[config.mk]
export PLATFORM = sky130hd
export DESIGN_NAME = aes_key_sched_ctrl
export DESIGN_NICKNAME = d
export VERILOG_FILES = /design/src/rtl/aes_pkg.sv /design/src/rtl/aes_rk_file.sv /design/src/rtl/aes_key_sched_ctrl.sv
export SDC_FILE = /design/constraint.sdc
export NUM_CORES = 2
export LEC_CHECK = 0
export BUFFER_PORTS_ARGS = -buffer_cell sky130_fd_sc_hd__buf_2
export CAP_MARGIN = 20
export CORE_MARGIN = 8
export CORE_UTILIZATION = 40
export CTS_CLUSTER_DIAMETER = 30
export CTS_CLUSTER_SIZE = 25
export DETAILED_ROUTE_END_ITERATION = 8
export GPL_TIMING_DRIVEN = 0
export PLACE_DENSITY_LB_ADDON = 0.3
export SYNTH_ARGS = -nofsm -noshare
export SYNTH_HDL_FRONTEND = slang
export SYNTH_SLANG_ARGS = --single-unit
[constraint.sdc]
create_clock -name clk -period 3.9 [get_ports clk]
set_clock_uncertainty 0.15 [all_clocks]
set_input_delay 0.78 -clock clk [delete_from_list [all_inputs] [get_ports clk]]
set_output_delay 0.78 -clock clk [all_outputs]
set_load 0.01 [all_outputs]
[src/rtl/aes_pkg.sv]
// Shared constants and FSM state type for the AES key-schedule controller.
// AES_KEYSCHED_ZEROIZE_EN adds the DRAIN state used by key zeroization.
package aes_pkg;

  localparam int unsigned NR128 = 10;
  localparam int unsigned NR256 = 14;

  localparam logic [3:0] LAST_Q128 = 4'd9;
  localparam logic [3:0] LAST_Q256 = 4'd12;

  // The generator's Rcon table stops at 8'h80; XORing these into w0 with
  // rcon index 0 (8'h01) produces the effective 8'h1B and 8'h36.
  localparam logic [7:0] RCON_FIX_Q8 = 8'h1A;
  localparam logic [7:0] RCON_FIX_Q9 = 8'h37;

  typedef enum logic [1:0] {
    ST_IDLE  = 2'd0,
    ST_START = 2'd1,
    ST_WAIT  = 2'd2
`ifdef AES_KEYSCHED_ZEROIZE_EN
    ,
    ST_DRAIN = 2'd3
`endif
  } ks_state_e;

  // Highest round-key index that is valid for the given mode.
  function automatic logic [3:0] last_rk_idx(input logic mode);
    return mode ? 4'(NR256) : 4'(NR128);
  endfunction

  // Quartet index whose result completes the schedule.
  function automatic logic [3:0] last_quartet(input logic mode);
    return mode ? LAST_Q256 : LAST_Q128;
  endfunction

endpackage

[src/rtl/aes_rk_file.sv]
// 15 x 128-bit round-key register file: one write port, a registered
// read port with range masking, and a single-cycle clear-all.
module aes_rk_file
  import aes_pkg::*;
(
  input  logic         clk,
  input  logic         rst_n,
  input  logic         wr_en,
  input  logic [3:0]   wr_idx,
  input  logic [127:0] wr_data,
  input  logic         rd_en,
  input  logic [3:0]   rd_idx,
  input  logic [3:0]   rd_last,
  input  logic         clear_all,
  output logic [127:0] rd_data
);

  logic [127:0] mem [15];

  // Storage: clear-all wins over a write in the same cycle.
  always_ff @(posedge clk or negedge rst_n) begin
    if (!rst_n) begin
      mem <= '{default: '0};
    end else if (clear_all) begin
      mem <= '{default: '0};
    end else if (wr_en && (wr_idx <= 4'd14)) begin
      mem[wr_idx] <= wr_data;
    end
  end

  // Registered read; indices past the active mode's last round read as zero.
  always_ff @(posedge clk or negedge rst_n) begin
    if (!rst_n) begin
      rd_data <= '0;
    end else if (clear_all) begin
      rd_data <= '0;
    end else if (rd_en) begin
      if ((rd_idx <= 4'd14) && (rd_idx <= rd_last)) begin
        rd_data <= mem[rd_idx];
      end else begin
        rd_data <= '0;
      end
    end
  end

endmodule

[src/rtl/aes_key_sched_ctrl.sv]
// AES-128/256 key-expansion sequencer driving the shared single-lane
// round-key generator and filling the local round-key file.
// AES_KEYSCHED_ZEROIZE_EN adds key_clear and the DRAIN state.
module aes_key_sched_ctrl
  import aes_pkg::*;
(
  input  logic         clk,
  input  logic         rst_n,
  input  logic [255:0] key_in,
  input  logic         key_mode,
  input  logic         key_load,
  output logic         busy,
  output logic         key_ready,
  output logic [31:0]  gen_w0,
  output logic [31:0]  gen_w1,
  output logic [31:0]  gen_w2,
  output logic [31:0]  gen_w3,
  output logic [31:0]  gen_w4,
  output logic [31:0]  gen_w5,
  output logic [31:0]  gen_w6,
  output logic [31:0]  gen_w7,
  output logic [2:0]   gen_rcon_idx,
  output logic         gen_use_rcon,
  output logic         gen_start,
  input  logic [31:0]  gen_w8,
  input  logic [31:0]  gen_w9,
  input  logic [31:0]  gen_w10,
  input  logic [31:0]  gen_w11,
  input  logic         gen_done,
  input  logic         rk_rd_en,
  input  logic [3:0]   rk_rd_idx,
  output logic [127:0] rk_rd_data
`ifdef AES_KEYSCHED_ZEROIZE_EN
  ,
  input  logic         key_clear
`endif
);

  ks_state_e        state;
  logic             mode;
  logic [3:0]       q;
  logic [0:7][31:0] win;
  logic [127:0]     result;
  logic             clear;
  logic             wr_en;
  logic [3:0]       wr_idx;
  logic [127:0]     wr_data;

`ifdef AES_KEYSCHED_ZEROIZE_EN
  assign clear = key_clear;
`else
  assign clear = 1'b0;
`endif

  assign result = {gen_w8, gen_w9, gen_w10, gen_w11};

  // Sequencer: load, launch one quartet at a time, slide the window.
  always_ff @(posedge clk or negedge rst_n) begin
    if (!rst_n) begin
      state     <= ST_IDLE;
      mode      <= 1'b0;
      q         <= '0;
      win       <= '0;
      busy      <= 1'b0;
      key_ready <= 1'b0;
      gen_start <= 1'b0;
    end else begin
      gen_start <= 1'b0;
`ifdef AES_KEYSCHED_ZEROIZE_EN
      if (clear) begin
        win       <= '0;
        q         <= '0;
        key_ready <= 1'b0;
        // A quartet launched in START or still pending must be drained;
        // a result arriving this very cycle is simply discarded.
        if ((state == ST_START) ||
            (((state == ST_WAIT) || (state == ST_DRAIN)) && !gen_done)) begin
          state <= ST_DRAIN;
          busy  <= 1'b1;
        end else begin
          state <= ST_IDLE;
          busy  <= 1'b0;
        end
      end else
`endif
      begin
        case (state)
          ST_IDLE: begin
            if (key_load) begin
              mode      <= key_mode;
              win       <= key_in;
              q         <= '0;
              key_ready <= 1'b0;
              busy      <= 1'b1;
              gen_start <= 1'b1;
              state     <= ST_START;
            end
          end
          ST_START: begin
            state <= ST_WAIT;
          end
          ST_WAIT: begin
            if (gen_done) begin
              if (mode) begin
                win <= {win[4:7], result};
              end else begin
                win <= {result, result};
              end
              q <= q + 4'd1;
              if (q == last_quartet(mode)) begin
                state     <= ST_IDLE;
                busy      <= 1'b0;
                key_ready <= 1'b1;
              end else begin
                state     <= ST_START;
                gen_start <= 1'b1;
              end
            end
          end
`ifdef AES_KEYSCHED_ZEROIZE_EN
          ST_DRAIN: begin
            if (gen_done) begin
              state <= ST_IDLE;
              busy  <= 1'b0;
            end
          end
`endif
          default: begin
            state <= ST_IDLE;
          end
        endcase
      end
    end
  end

  // Generator window and Rcon selection derived from the quartet counter.
  always_comb begin
    gen_w0 = win[0];
    gen_w1 = win[1];
    gen_w2 = win[2];
    gen_w3 = win[3];
    if (mode) begin
      {gen_w4, gen_w5, gen_w6, gen_w7} = win[4:7];
    end else begin
      {gen_w4, gen_w5, gen_w6, gen_w7} = win[0:3];
    end
    gen_rcon_idx = '0;
    gen_use_rcon = 1'b0;
    if (busy) begin
      if (mode) begin
        gen_use_rcon = ~q[0];
        gen_rcon_idx = q[3:1];
      end else begin
        gen_use_rcon = 1'b1;
        if (q == 4'd8) begin
          gen_w0 = win[0] ^ {RCON_FIX_Q8, 24'h0};
        end else if (q == 4'd9) begin
          gen_w0 = win[0] ^ {RCON_FIX_Q9, 24'h0};
        end else begin
          gen_rcon_idx = q[2:0];
        end
      end
    end
  end

  // Round-key file write selection. With a single write port, the second
  // AES-256 key half (rk1) is written during START rather than at load.
  always_comb begin
    wr_en   = 1'b0;
    wr_idx  = '0;
    wr_data = '0;
    case (state)
      ST_IDLE: begin
        if (key_load && !clear) begin
          wr_en   = 1'b1;
          wr_idx  = 4'd0;
          wr_data = key_in[255:128];
        end
      end
      ST_START: begin
        if (mode && (q == 4'd0)) begin
          wr_en   = 1'b1;
          wr_idx  = 4'd1;
          wr_data = win[4:7];
        end
      end
      ST_WAIT: begin
        if (gen_done) begin
          wr_en   = 1'b1;
          wr_idx  = q + (mode ? 4'd2 : 4'd1);
          wr_data = result;
        end
      end
      default: begin
        wr_en = 1'b0;
      end
    endcase
  end

  aes_rk_file u_rk_file (
    .clk       (clk),
    .rst_n     (rst_n),
    .wr_en     (wr_en),
    .wr_idx    (wr_idx),
    .wr_data   (wr_data),
    .rd_en     (rk_rd_en),
    .rd_idx    (rk_rd_idx),
    .rd_last   (last_rk_idx(mode)),
    .clear_all (clear),
    .rd_data   (rk_rd_data)
  );

endmodule

# --- Word-level counts from Yosys, hierarchy flattened ---
# Cells that the tools add are included.
word_totals:
  regBits: 2314
  input_bits: 394
  output_inout_bits: 391
op_classes:
  n_addsub: 2
  order_cmp: 6
  eq_ne: 8
  muxes: 57
  bitwise_logic: 5
  n_reduce_logical: 11
op_table:
  columns: ["op", "n"]
  rows:
  - ["$bwmux 1920", 1]
  - ["$mux 128", 7]
  - ["$mux 256", 3]
  - ["$bmux 128 s4", 1]
  - ["$demux 128 s4", 1]
  - ["$pmux 256 s2", 1]
  - ["$pmux 128 s3", 1]
  - ["$mux 32", 4]
  - ["$mux 30", 4]
  - ["$mux 3", 6]
  - ["$pmux 4 s2", 2]
  - ["$mux 1", 15]
  - ["$mux 4", 3]
  - ["$ge 5x5->1 const B", 2]
  - ["$not 4->5", 2]
  - ["$eq 4x4->1 const B", 2]
  - ["$le 4x4->1 const B", 2]
  - ["$mux 2", 3]
  - ["$ne 2x2->1 const B", 3]
  - ["$pmux 1 s2", 3]
  - ["$pmux 2 s3", 1]
  - ["$lt 5x1->1 const B", 1]
  - ["$not 5->5", 1]
  - ["$add 4x1->4 const B", 1]
  - ["other kinds (15)", 19]

# --- Longest topological paths before layout ---
depth:
  word_depth: 10
  mapped_depth: 17
  ltp_nobuf: 8

# --- Hierarchy ---
# A second synthesis with hierarchy kept.
hier_totals:
  cells_unflattened: 11575
  hier_area_um2: 111776.0
by_module_without_submodules:
  columns: ["module", "n_inst", "cells_each", "area_each_um2", "seq_area_each_um2"]
  rows:
  - ["aes_rk_file", 1, 9632, 92354.8, 51249.2]
  - ["aes_key_sched_ctrl", 1, 1943, 19421.1, 6656.4]

# --- Worst setup path before layout ---
# Ideal clock, no wire load.
synth_path:
  path_type: "reg2reg"
  start: "reg mode"
  end: "reg u_rk_file.mem[1840] (netlist bit)"
  setup_ns: 0.125
  t_arrival_ns: 3.696
  required_ns: 3.625
  slack_ns: -0.070
  stages_incl_launch_ff: 15
  n_path_buf: 6
  cell_sequence: "dfrtp_1 buf_2 buf_2 clkbuf_1 clkbuf_1 inv_1 ha_1 fa_1 o2111ai_1 o31ai_1 a311oi_2 o21a_1 buf_2 buf_2 mux2_2"
synth_between:
  elab_chain_len: 10
synth_rtl:
  columns: ["item", "line_no", "rtl"]
  rows:
  - ["start, declared", "aes_key_sched_ctrl.sv:40", "logic mode;"]
  - ["start signal, assigned", "aes_key_sched_ctrl.sv:90", "mode <= key_mode;"]
  - ["$mux 2", "aes_key_sched_ctrl.sv:190", "wr_idx = q + (mode ? 4'd2 : 4'd1);"]
  - ["$add 4x2->4", "aes_key_sched_ctrl.sv:190", null]
  - ["$mux 4", "aes_key_sched_ctrl.sv:188", "if (gen_done) begin"]
  - ["$pmux 4 s2", "aes_key_sched_ctrl.sv:172", "case (state)"]
  - ["$not 4->5 (implied by the code)", "aes_rk_file.sv:27", "mem[wr_idx] <= wr_data;"]
  - ["$ge 5x5->1 (implied by the code) or $lt 5x1->1 (tied branches)", "aes_rk_file.sv:27", null]
  - ["$logic_and 1x1->1 (implied by the code)", "aes_rk_file.sv:27", null]
  - ["$mux 128 (implied by the code)", "aes_rk_file.sv:27", null]
  - ["$demux 128 s4", "aes_rk_file.sv:27", null]
  - ["$bwmux 1920", "aes_rk_file.sv:27", null]
  - ["end signal, assigned by index", "aes_rk_file.sv:27", null]
  - ["end, declared", "aes_rk_file.sv:18", "logic [127:0] mem [15];"]
# Several ways; a longest one is shown, not always the timed one.
# A chain may end at the register's enable or synchronous reset.

# --- Worst setup path after layout ---
layout_path:
  start: "reg mode"
  end: "reg u_rk_file.mem[206] (netlist bit)"
# Same word-level chain as after synthesis.

==> flow_summary.toml <==
[yosys]
synthArstFlopShare = 1.00
syn_nets = 10400
netlist_top_cells_count = "2,314 x dfrtp_1, 2,128 x nand2_1, 1,798 x o21ai_0, 694 x clkbuf_1, 643 x mux2i_1"
syn_area_mm2 = 0.107
synth-seq-area-share = 0.540
synthCells = 9966
synthTopCellsByArea = "dfrtp_1 54%, o21ai_0 8.4%, nand2_1 7.5%, mux2i_1 6.0%, mux4_2 5.4%"
yosysMostFrequentCell = "dfrtp_1"
synth_flop_cell = "dfrtp_1"
synth_seq_cells = 2314
syn_avg_cell_area_um2 = 10.8
yosysTopAreaCell = "dfrtp_1"
ys_warn_count = 0
synth_edf_count = 0
yosysTopAreaCellShare = 0.540
synthDistinctLibCells = 49

[clock_tree]
clockBufferDepth = 4
cts_root_buffer = "clkbuf_16"
cts.sinks = 2314
htreeDepth = 5
cts_made_buffers = 473
cts_tree = "built"
clkSlewWorstSetupHoldPaths_ps = 50
clock_latency_ps = 960

[hold_path]
hold_path.class = "in2reg"

[die]
num_io_pins = 785
fp.coreArea_mm2 = 0.267
num_rows = 190
die_h_um = 534
start_util = 0.401
die-area_mm2 = 0.285
die_x_um = 534

[placement]
place_area_mm2 = 0.117
dpl.cell_count = 14400
gp_congestion = 0.914
dp_worst_setup_slack_ps = -3660
dp_hpwl_um = 329000
port_buffers = 783

[critical_path]
worstSetupPathType = "reg2reg"
arrival_ps = 4510
endpoint_kind = "flip-flop"
cp_max_fo = 11
critPathLaunchType = "flip-flop"
worst-r2r-setup-slack_ps = -50
required_ps = 4470

[timing]
max_freq_mhz = 253
rsz0062_at_grt = "true"
max_slew.worst_pin.slew_ps = 1210
max_slew_margin = 0.192
setup_viol = 15
maxSlewViolCount = 0
timing.hold.ws_ps = 29.2
totalNegativeSetupSlack_ps = -347
hold_viol_final = 0
finalCriticalPeriod_ps = 3950
period_share = 1.01
final.setup.worst_slack_ps = -45.8

[finish]
regArea_mm2 = 0.0579
multi_input_area_mm2 = 0.0446
syn2layout_area_growth_pct = 28.8
fin_area_mm2 = 0.138
post-route-util = 0.517
fillers = 23300
nNetsFinal = 12000
drive_above_1_share = 0.234
finalNonFillerCells = 15600

[routing]
viasPerCell = 5.79
vias = 90200
wl_um = 446000
postRouteAntennaNets = 0
first_iter_violations = 9279
wl_per_cell_um = 28.6
firstDrtPassIters = 7
route.detailed.drc = 0

[global_route]
grt-ovfl-total = 0
track_usage = 0.303
grt_pass1_vias = 93300
grt_pass1_wl_um = 640000
antenna_found_initial = 68
grt_max_degree = 172

[power_and_ir_drop]
p_leak_nw = 63.7
total_power_mw = 101
ir_drop_mv = 0.479
powerDensity_mw_per_mm2 = 730

[flow_run]
drv_cap = 0

[status]
status = "finished, violations left"
violations = "setup timing"
[timing repair]
| action | in CTS | in global routing |
|---|---|---|
| gates cloned | 1 | 3 |
| endpoints found under the setup margin | 2400 | 1982 |
| pin swaps | 5 | 4 |
| buffers inserted | 16 | 20 |
| resized for setup | 284 | 188 |
| hold endpoints to repair | 231 | 0 |
| hold buffers | 254 | 0 |
[cell families after synthesis]
kind of cell,synth area share
AOI/OAI and AO/OA,0.143
adders and majority gates,0.00147
and+or+nand+nor,0.0867
buffers and inverters,0.0463
muxes,0.181
xor gates and xnor gates,0.000817
DFF,0.540
[layout make-up]
cell class / count / area share
Sequential cell: 2314 / 0.420
Multi-Input combinational cell: 6498 / 0.323
Clock buffer: 600 / 0.0944
Timing Repair Buffer: 1151 / 0.0618
Buffer: 1046 / 0.0393
Tap cell: 3552 / 0.0322
Clock inverter: 267 / 0.0261
Inverter: 101 / 0.00277
Antenna cell: 50 / 0.000907
[power by group]
part           total, mW  switching (mW)  leakage, nW  internal [mW]
logic               27.9            17.5         24.1           10.4
registers           31.1            3.21         31.6           27.9
clock network       41.7            14.0         7.98           27.7
[worst max-delay path, cell delays in order (launching register included)]
cell and delay, ps:
dfrtp_2 430, buf_12 160, clkbuf_16 180, clkbuf_16 170, clkinvlp_4 120, ha_4 200, fa_2 430, xor2_2 200
nor2b_1 150, buf_4 180, nand4_1 280, buf_4 430, clkbuf_1 400, o21ai_0 150
[path summary, 6_finish.rpt]
| kind | end | startpoint | depth (start not counted) |
|---|---|---|---|
| max in group asynchronous | gen_w1[11] | rst_n | 6 |
| min in group asynchronous | u_rk_file.mem[908] | rst_n | 3 |
| worst min register to register | u_rk_file.mem[985] | u_rk_file.mem[985] | 2 |
| worst max-delay path | u_rk_file.mem[206] | mode | 13 |
| worst min-delay path | win[10] | gen_w11[10] | 3 |
| worst max register to register | u_rk_file.mem[206] | mode | 13 |
[metal layers]
| metal | GRT usage | up-vias | wire [um] |
|---|---|---|---|
| met4 | 0.211 | 22 | 35900 |
| met2 | 0.462 | 4605 | 199000 |
| li1 | - | 38600 | - |
| met5 | 0.00152 | - | 145 |
| met1 | 0.369 | 45700 | 170000 |
| met3 | 0.0898 | 1207 | 41000 |
[cells in the final DEF, fill, tap and decap left out, drive strengths merged, types with 17 or more instances in the layout]
master       count
clkinv         109
o211ai          36
clkbuf        1271
a32oi          127
dlygate4sd3    252
mux4           257
inv            138
nand2b         130
a31o           128
clkinvlp        60
a222oi          93
nand3           37
a22oi          254
mux2           641
o21ai         1798
a31oi          128
mux2i          643
nand2         2128
buf           1271
diode           50
bufinv          61
dfrtp         2314
nor2            17
[registers in the layout, indices dropped and copies added (netlist names), 2 cells and up]
name / cells
u_rk_file.mem: 1920
q: 4
gen_w1: 32
state: 2
win: 160
gen_w3: 32
u_rk_file.rd_data: 128
gen_w2: 32
Note: power is estimated with default switching activity, not from simulation.
